File: config.mk
export PLATFORM = sky130hd
export DESIGN_NAME = route_compute_unit
export DESIGN_NICKNAME = d
export VERILOG_FILES = /design/src/rtl/route_compute_unit.sv
export SDC_FILE = /design/constraint.sdc
export NUM_CORES = 1
export LEC_CHECK = 0
export CORE_UTILIZATION = 46
export CTS_BUF_LIST = sky130_fd_sc_hd__clkbuf_4 sky130_fd_sc_hd__clkbuf_8 sky130_fd_sc_hd__clkbuf_16
export DETAILED_ROUTE_END_ITERATION = 10
export GPL_TIMING_DRIVEN = 0
export HOLD_SLACK_MARGIN = 0.06
export PLACE_DENSITY = 0.93
export SLEW_MARGIN = 30
export SYNTH_ARGS = -nofsm -noshare
export SYNTH_HDL_FRONTEND = slang
export SYNTH_SLANG_ARGS = --single-unit
File: constraint.sdc
create_clock -name clk -period 2.9 [get_ports clk]
set_clock_uncertainty 0.15 [all_clocks]
set_input_delay 0.435 -clock clk [delete_from_list [all_inputs] [get_ports clk]]
set_output_delay 0.435 -clock clk [all_outputs]
set_load 0.02 [all_outputs]
File: src/rtl/route_compute_unit.sv
// -----------------------------------------------------------------------------
// route_compute_unit
//
// Per-channel route computation stage for a wormhole router. Each channel
// decodes the flit type, looks up the head flit's destination in a routing
// table shared by all channels, and registers the flit together with its
// output-port request in a one-entry pipeline register. Body and tail flits
// reuse the route captured by their head.
//
// Optional feature macro: DEST_CHECK_EN
//   defined   : heads addressed to a node >= N raise route_err and the rest
//               of that packet is dropped (DROP state).
//   undefined : no range check; the destination field indexes the table as is.
//
// Ports
//   clk          rising-edge clock
//   rst          asynchronous reset, active-high
//   in_flit      CHANNELS*FLIT_W  input flits, channel c at [c*FLIT_W +: FLIT_W]
//   in_valid     CHANNELS         flit present
//   in_ready     CHANNELS         flit accepted (= !out_valid | out_ready)
//   out_flit     CHANNELS*FLIT_W  registered flits
//   out_request  CHANNELS*REQUEST_WIDTH  output-port request per channel
//   out_valid    CHANNELS         output register holds a flit
//   out_ready    CHANNELS         downstream accepts the held flit
//   cfg_we       routing-table write enable
//   cfg_addr     routing-table entry to write
//   cfg_data     routing-table write data
//   route_err    CHANNELS         one-cycle error pulse per channel
//
// Flit type (top two bits): 01 head, 00 body, 10 tail, 11 head+tail.
// -----------------------------------------------------------------------------
module route_compute_unit #(
  parameter int N             = 4,
  parameter int INDEX         = 1,
  parameter int DATA_WIDTH    = 8,
  parameter int PhitPerFlit   = 2,
  parameter int REQUEST_WIDTH = 2,
  parameter int CHANNELS      = 2,
  localparam int FLIT_W = PhitPerFlit * DATA_WIDTH,
  localparam int DEST_W = (N > 1) ? $clog2(N) : 1
) (
  input  logic                               clk,
  input  logic                               rst,
  input  logic [CHANNELS*FLIT_W-1:0]         in_flit,
  input  logic [CHANNELS-1:0]                in_valid,
  output logic [CHANNELS-1:0]                in_ready,
  output logic [CHANNELS*FLIT_W-1:0]         out_flit,
  output logic [CHANNELS*REQUEST_WIDTH-1:0]  out_request,
  output logic [CHANNELS-1:0]                out_valid,
  input  logic [CHANNELS-1:0]                out_ready,
  input  logic                               cfg_we,
  input  logic [DEST_W-1:0]                  cfg_addr,
  input  logic [REQUEST_WIDTH-1:0]           cfg_data,
  output logic [CHANNELS-1:0]                route_err
);

  // INDEX only identifies the router instance; reject nonsense values early.
  if (INDEX < 0) begin : g_index_check
    $error("route_compute_unit: INDEX must be non-negative");
  end

  localparam logic [1:0] IDLE   = 2'd0;
  localparam logic [1:0] ROUTED = 2'd1;
`ifdef DEST_CHECK_EN
  localparam logic [1:0] DROP   = 2'd2;
`endif

  localparam logic [1:0] TYPE_BODY = 2'b00;
  localparam logic [1:0] TYPE_TAIL = 2'b10;

  // ---------------------------------------------------------------------------
  // Shared routing table: one write port, one combinational read per channel.
  // A lookup in the same cycle as a write sees the pre-edge contents because
  // the write only lands on the clock edge.
  // ---------------------------------------------------------------------------
  logic [REQUEST_WIDTH-1:0] routeTable [N];

  always_ff @(posedge clk or posedge rst) begin
    if (rst) begin
      // NOTE: the table is a small flop array, not a RAM macro, so clearing it
      // on reset is both legal and required here.
      for (int i = 0; i < N; i++) begin
        routeTable[i] <= '0;
      end
    end else if (cfg_we && (int'(cfg_addr) < N)) begin
      routeTable[cfg_addr] <= cfg_data;
    end
  end

  // ---------------------------------------------------------------------------
  // Per-channel route FSM and output register
  // ---------------------------------------------------------------------------
  for (genvar c = 0; c < CHANNELS; c++) begin : g_ch
    logic [FLIT_W-1:0]        flit;
    logic [1:0]               flitType;
    logic [DEST_W-1:0]        dest;
    logic                     isHead;
    logic                     isTail;
    logic                     xfer;
    logic [REQUEST_WIDTH-1:0] lookup;

    logic [1:0]               state;
    logic [1:0]               stateNext;
    logic                     outValidQ;
    logic                     outValidNext;
    logic [FLIT_W-1:0]        outFlitQ;
    logic [REQUEST_WIDTH-1:0] outRequestQ;
    logic                     errQ;
    logic                     errNext;
    logic                     loadFlit;
    logic                     loadRoute;

    assign flit     = in_flit[c*FLIT_W +: FLIT_W];
    assign flitType = flit[FLIT_W-1 -: 2];
    assign dest     = flit[DEST_W-1:0];
    assign isHead   = flitType[0];           // 01 head, 11 head+tail
    assign isTail   = flitType[1];           // meaningful for heads: 11 closes the packet
    assign xfer     = in_valid[c] && in_ready[c];
    // Unpopulated entries (non power-of-two N) read as "no route".
    assign lookup   = (int'(dest) < N) ? routeTable[dest] : '0;

    always_comb begin
      // NOTE: every signal driven here gets a default first, so no path can
      // leave one unassigned and infer a latch.
      stateNext    = state;
      outValidNext = outValidQ && !out_ready[c];
      errNext      = 1'b0;
      loadFlit     = 1'b0;
      loadRoute    = 1'b0;

      if (xfer) begin
        // A transfer either refills the register or (error/drop) leaves it empty.
        outValidNext = 1'b0;
`ifdef DEST_CHECK_EN
        if (state == DROP) begin
          if (flitType == TYPE_TAIL) begin
            stateNext = IDLE;
          end
        end else
`endif
        if (isHead) begin
          // A head while a packet is still open is flagged but still re-routes.
          errNext = (state == ROUTED);
`ifdef DEST_CHECK_EN
          if (int'(dest) >= N) begin
            errNext   = 1'b1;
            stateNext = isTail ? IDLE : DROP;
          end else
`endif
          begin
            loadFlit     = 1'b1;
            loadRoute    = 1'b1;
            outValidNext = 1'b1;
            stateNext    = isTail ? IDLE : ROUTED;
          end
        end else if (state == ROUTED) begin
          loadFlit     = 1'b1;
          outValidNext = 1'b1;
          if (flitType == TYPE_TAIL) begin
            stateNext = IDLE;
          end
        end else begin
          // Body/tail with no open packet: swallow it and report.
          errNext = (flitType == TYPE_BODY) || (flitType == TYPE_TAIL);
        end
      end
    end

    // outRequestQ doubles as the held route: only heads reload it, so body
    // and tail flits automatically carry their head's request.
    always_ff @(posedge clk or posedge rst) begin
      if (rst) begin
        // NOTE: sequential state uses non-blocking assignments so every flop
        // samples pre-edge values regardless of block ordering.
        state       <= IDLE;
        outValidQ   <= 1'b0;
        outFlitQ    <= '0;
        outRequestQ <= '0;
        errQ        <= 1'b0;
      end else begin
        state     <= stateNext;
        outValidQ <= outValidNext;
        errQ      <= errNext;
        if (loadFlit) begin
          outFlitQ <= flit;
        end
        if (loadRoute) begin
          outRequestQ <= lookup;
        end
      end
    end

    assign in_ready[c]                                    = !outValidQ || out_ready[c];
    assign out_valid[c]                                   = outValidQ;
    assign out_flit[c*FLIT_W +: FLIT_W]                   = outFlitQ;
    assign out_request[c*REQUEST_WIDTH +: REQUEST_WIDTH]  = outRequestQ;
    assign route_err[c]                                   = errQ;
  end

endmodule

==> results of run 1 <==
-- area by class of cell --
class / instances / area [sq um]
flip-flops and latches: 50 / 1250
fillers: 329 / 1240
repair buffers: 84 / 841
multi-input cells: 68 / 748
plain buffers: 8 / 75.1
clock buffers: 5 / 68.8
well taps: 52 / 65.1
clock inverters: 3 / 40.0
inverters: 5 / 21.3
-- routing by layer --
layer  share of wire  vias to the layer above  global-route usage
li1                -                      651                   -
met1            0.42                      690               0.205
met2            0.51                       49               0.307
met3           0.049                        6              0.0422
met4           0.016                        0              0.0590
met5               0                        -                   0
-- flip-flops by register name, indices dropped and copies added (netlist names) --
| register | count |
|---|---|
| g_ch.errQ | 2 |
| g_ch.outFlitQ | 32 |
| g_ch.outRequestQ | 4 |
| g_ch.outValidQ | 2 |
| g_ch.state | 2 |
| routeTable | 8 |
-- worst max-delay path, stage by stage --
cell and delay [ps]:
clkdlybuf4s50_1 460, nand2b_1 120, buf_6 130, clkdlybuf4s50_1 600
-- worst paths after layout --
kind	end	slack, ps	cells after the start
worst max-delay path	in_ready[0]	590	4
worst min-delay path	g_ch[1].outFlitQ[4]	360	1
worst max register to register	g_ch[0].outFlitQ[2]	1310	3
worst min register to register	g_ch[1].outFlitQ[4]	360	1
max in group asynchronous	g_ch[1].outFlitQ[15]	1770	2
min in group asynchronous	g_ch[1].outRequestQ[0]	420	2
-- synthesized netlist by cell type --
| cell type | instances | area (sq um) |
|---|---|---|
| nand3b_1 | 2 | 15.0 |
| nand3_1 | 3 | 15.0 |
| o211ai_4 | 2 | 42.5 |
| nand2b_1 | 2 | 12.5 |
| xnor2_1 | 2 | 17.5 |
| nor3b_1 | 1 | 7.51 |
| nand2_1 | 2 | 7.51 |
| buf_6 | 4 | 45.0 |
| o21ai_0 | 2 | 10.0 |
| mux2_2 | 42 | 473 |
| and3_1 | 4 | 25.0 |
| dfrtp_1 | 50 | 1250 |
| buf_4 | 4 | 30.0 |
| inv_1 | 5 | 18.8 |
| a32oi_1 | 2 | 17.5 |
| mux4_1 | 4 | 105 |
-- metrics by stage --
stage / std cells / util / setup WS (ps) / instance area (sq um) / total power, mW
final: 275 / 0.714 / 585 / 3110 / 2.23
after global placement: 267 / 0.689 / 199 / 3000 / 1.74
after CTS: 275 / 0.714 / 590 / 3110 / 2.25
after detailed placement: 267 / 0.689 / 589 / 3000 / 1.77
after floorplan: 131 / - / 1110 / 2090 / 1.37
after global routing: 275 / 0.714 / 541 / 3110 / 2.34
-- power groups by stage --
stage          combinational [mW]  clock [mW]  sequential (mW)
2_1_floorplan               0.257           0             1.11
3_3_place_gp                0.795           0            0.950
3_5_place_dp                0.811           0            0.961
4_1_cts                     0.813       0.492            0.946
5_1_grt                     0.847       0.521            0.968
6_report                    0.804       0.475            0.946
-- kinds of logic (layout without fill, tap and decap cells) --
group,count (synthesis),after routing
flops,50,50
compound gates,6,6
buf+inv,13,105
mux,46,46
xor+xnor,2,2
simple gates,14,14
==> results.md, run 1 <==
- The total wirelength of the detailed-routed design is 3.99 mm.
- The worst relative slew slack is 0.598.
- The cell sitting at the root of the clock tree is a clkbuf_8.
- After clock tree synthesis, the clock-pin slew on the worst setup and hold paths is 80 ps.
- The number of gates resized after CTS was 0.
- The number of violations reported at the end of detailed-routing iteration 0 is 91.
- The floorplan has 24 rows.
- The largest net degree at the start of global routing is 51.
- The worst hold path belongs to the class flip-flop to flip-flop.
- In this run the remaining antenna-violating nets after routing total 0.
- The final period utilization is 0.798.
- The worst register-to-register path begins at g_ch[0].state[0].
- Clock tree synthesis inserted a total of 5 buffers.
- For the pin with the worst max-slew slack, the measured transition is 602 ps.
- The share of power burned in the clock network is 0.214.
- The startpoint of the most critical hold path is g_ch[1].outFlitQ[4].
- The weighted congestion reported at the end of routability-driven placement is 0.728.
- The reported net switching power is 0.655 mW.
- The power density normalized to cell area is 715 nW/um^2.
- The region available for standard cell placement spans 4350 sq um.
- The peak supply drop is 0.309 mV.
- The total DRC errors in the routed layout is 0.
- The number of warning messages in the yosys log is 0.
- Dividing the detail-routed via count by the number of cells gives 5.08.
- Of the cells placed in the final design, the portion with a size suffix greater than 1 is 0.274.
- Summed over all cells, the static leakage comes to 1.33 nW.
- The diode insertion count for antenna repair is 0.
- The critical path in this run is classified as input pin to output pin.
- Across the run, the number of max-cap violations was 0.
- TritonCTS built the clock tree.
- The number of buffers on the longest clock path is 2.
- The via count of the first global-routing pass is 1,483.
- The number of antenna violations at the first check in global routing is 0.
- The mean post-synth cell area is 16.0 sq um.
- The total negative slack for setup checks is 0 ps.
- The die width is 69.5 um.
- Counting every net in the synthesized netlist gives 174.
- The first detailed-routing pass ran for 4 iterations.
- The first global-routing pass estimated 6.58 mm of wire.
- The xor and xnor area share after synthesis is 0.00837.
- The kind of capture point of the worst setup path is an output pin.
- Counting flops and latches in the post-synthesis netlist gives 50.
- Across every metal layer, demand over resource in global routing totals 0.173.
- The number of buffers inserted to repair setup after CTS is 0.
- The H-tree generated during clock tree synthesis spans 2 levels.
- The floorplan step defined a die boundary enclosing 4820 sq um.
- The startpoint class of the critical path is an input pin.
- The sequential element share of the synthesized area is 0.598.
- The vias after detailed routing is 1,396.
- The sum of net half-perimeters after detailed placement is 3.05 mm.
- The sequential share of power is 0.425.
- The die is 69.5 um tall.
- The top cell types in the final layout, fill and taps aside, are clkdlybuf4s50_1, dfrtp_1, mux2_2, clkbuf_8.
- Relative to the synthesized area, the layout overhead comes to 48.6%.
- The max-slew violation total from the final report is 0.
- The number of input and output port buffers inserted is 84.
- The internal power consumption is 1.57 mW.
- The portion of synthesized area spent on multiplexers is 0.276.
- For this run, the top clock speed supported by timing is 432 MHz.
- Of the total synthesized cell area, the portion taken by AND, OR, NAND and NOR gates is 0.0395.
- The starting density of the core is 0.481.
- Counting I/O delays and the setup requirement, the final critical path takes 2310 ps.
- In the synthesized netlist, the number of instances is 131.
- At the end of the flow, the number of nets in the layout was 265.
- The mean routed wirelength per cell is 14.5 um.
- The number of top-level design ports is 85.
- The required time of the critical path is 2320 ps.
- For this run the aggregate overflow at the end of global routing stands at 0.
- Of all nets on the critical path, the largest fanout is 7.
- The post-synthesis compound-gate area fraction was 0.0335.
- The tightest hold path in the finished design has a slack of 358 ps.
- The clock latency on the worst-skew pair is 300 ps.
- The combinational family with the most area after synthesis is multiplexers.
- Of the total synthesized cell area, the portion taken by full adders, half adders and majority gates is 0.
- The final hold violation count is 0.
- The synthesized netlist contains 16 unique library cells.
- For the worst setup path, the data arrival time is 1730 ps.
- The run finished with clean final reports.
- The post-synth design cell area is 2090 sq um.
- The library cell used most frequently in the layout, excluding fill and tap cells, is clkdlybuf4s50_1.
- The start point of the critical path is out_ready[0].
- Setup violations remaining at the end of the flow were counted as 0.
- The switching power share of the total is 0.295.
- The share of total power dissipated in combinational logic is 0.361.
- Setup repair after global routing left no endpoint under its margin.
- The number of buffers inserted by hold repair at cts is 0.
- The tree built by TritonCTS fans out to 50 sinks.
No activity file was read; power rests on OpenSTA's default activity.
==> inputs of run 2 (changes only) <==
Settings changed: CORE_UTILIZATION 46 to 43, PLACE_DENSITY 0.93 to 0.88.
Clock period 2.9 ns to 2.4 ns, I/O delays scaled along.
==> results.md, run 2 (synthesis results as in run 1) <==
- The final design instance area without fill is 3110 sq um.
- The root buffer cell chosen for the clock tree is clkbuf_8.
- Once detailed placement completed, the half-perimeter wirelength came to 3.35 mm.
- TritonCTS built the clock tree.
- The detailed router finished its first iteration with 46 violations.
- The number of antenna violations at the first check in global routing is 0.
- The fraction of layout instances using a drive strength above 1 is 0.274.
- IR analysis of the VDD net gives a maximum drop of 0.612 mV.
- The clock slew seen by the registers of the worst setup and hold paths is 90 ps.
- The most common cell after layout, fill and taps aside is clkdlybuf4s50_1.
- The startpoint class of the critical path is an input pin.
- The remaining global-route overflow is 0.
- The H-tree depth is 2.
- The class of the most critical hold timing path is input pin to asynchronous set/reset pin.
- The largest registers in the layout are g_ch.outFlitQ (32), routeTable (8), g_ch.outRequestQ (4).
- The die width is 71.8 um.
- The total negative slack for setup checks is 0 ps.
- The slew at the pin with the worst max-slew slack is 603 ps.
- The detailed-routing iteration count for the pre-antenna-repair pass is 3.
- The top cell types in the final layout, fill and taps aside, are clkdlybuf4s50_1, dfrtp_1, mux2_2, clkbuf_8.
- The largest net degree at the start of global routing is 51.
- The number of gates resized after CTS was 0.
- The via density per instance is 5.02.
- The critical path is of the input pin to output pin type.
- The run finished with clean final reports.
- Final hold analysis gives a worst-case slack of 340 ps.
- STA puts the critical path data arrival time at 1680 ps.
- Setup repair after global routing left no endpoint under its margin.
- The congestion estimate from routability-driven global placement came to 0.786.
- The total DRC errors in the routed layout is 0.
- The analysis attributes to cell leakage a power of 1.33 nW.
- At the end of the flow, the number of nets in the layout was 265.
- The worst path in the final design needs a cycle of 2190 ps, including I/O delays and setup.
- After floorplanning, the core was divided into 25 placement rows.
- Headroom to the max-slew limit came out at 0.598.
- The max-slew violation total from the final report was 0.
- The number of buffers inserted by hold repair at cts is 0.
- During placement, the flow inserted port buffers numbering 84.
- The number of maximum-capacitance constraint violations is 0.
- The total CTS buffers is 5.
- The number of top-level design ports is 85.
- The number of buffers inserted to repair setup after CTS is 0.
- Static timing analysis puts the maximum clock frequency at 458 MHz.
- The post-route total power is 2.70 mW.
- The register with the most flip-flops in the layout has 32 of them.
- The clock sink total is 50.
- The initial utilization of the core area, before any placement, comes to 0.446.
- The area growth from synthesis to layout is 48.7%.
- The area inside the core boundary is 4690 sq um.
- The final hold violation count came to 0.
- The height of the die is 71.8 um.
- At the end of the flow the core is filled with cells to 0.663.
- The kind of capture point of the worst setup path is an output pin.
- The total of endpoints with negative setup slack in the final report is 0.
- The number of buffers on the longest clock path is 2.
- The post-detailed-route count of antenna-violating nets is 0.
- Of all nets on the critical path, the largest fanout is 7.
- The floorplan step defined a die boundary enclosing 5150 sq um.
- The standard cell area after detailed placement is 3000 sq um.
- In this run the power density over the cells is 866 nW/um^2.
- The via count of the first global-routing pass came to 1,397.
- The required time of the critical path is 1890 ps.
- After detailed routing, the total wire length is 4.35 mm.
- The final period utilization is 0.911.
- The clock latency on the worst-skew pair is 300 ps.
- The length in cells of the worst reg-to-reg path is 3.
- The global-route wire length before repair is 7.00 mm.
- The repair_antennas step left the layout with diodes totalling 0.
- The largest register by flop count is g_ch.outFlitQ.
- The vias after detailed routing is 1,390.
- Dividing the detail-routed wire length by the instance count gives 15.7 um.
- The global-route usage over all layers is 0.183.
==> run 2: cell counts in the layout (fill, tap and decap cells not counted) <==
No cell type changed its count.
==> run 2: path summary, 6_finish.rpt <==
check                                    start              endpoint  slack, ps
min reg2reg                g_ch[1].outFlitQ[9]   g_ch[1].outFlitQ[9]        360
min in group clk           g_ch[1].outFlitQ[9]   g_ch[1].outFlitQ[9]        360
max in group asynchronous                  rst         routeTable[4]       1360
min                                        rst  g_ch[0].outFlitQ[10]        340
max reg2reg                   g_ch[0].state[0]   g_ch[0].outFlitQ[2]        810
max                               out_ready[1]           in_ready[1]        210
==> run 2: critical path: stages <==
cell,delay [ps]
clkdlybuf4s50_1,460
nand2b_1,120
buf_6,130
clkdlybuf4s50_1,610
==> run 2: cell type report <==
cell class | count | area (sq um)
tap | 54 | 67.6
sequential | 50 | 1250
buffer | 8 | 75.1
fill | 360 | 1580
clock inverter | 3 | 40.0
multi-input combinational | 68 | 748
inverter | 5 | 21.3
clock buffer | 5 | 68.8
timing repair buffer | 84 | 841
==> run 2: stage by stage <==
stage          setup WS (ps)  cells
3_5_place_dp             217    269
3_3_place_gp            -263    269
2_1_floorplan            689    131
4_1_cts                  205    277
5_1_grt                  176    277
6_report                 214    277
==> run 2: layer usage <==
metal  vias to the layer above  GRT usage  wire length (um)
met2                        54      0.325              2220
met4                         0     0.0458                42
li1                        652          -                 -
met1                       677      0.212              1810
met5                         -          0                 0
met3                         7     0.0633               271
==> run 2: where the power goes <==
group          total (mW)  internal [mW]  leakage (nW)  switching [mW]
clock               0.573          0.307        0.0579           0.266
sequential           1.15           1.04         0.589           0.107
combinational       0.978          0.553         0.680           0.425
total                2.70           1.90          1.33           0.799
==> inputs of run 3 (changes only) <==
Settings changed: GPL_ROUTABILITY_DRIVEN set to 0.
==> results of run 3 <==
Final layout, timing and power as in run 2 (identical DEF).
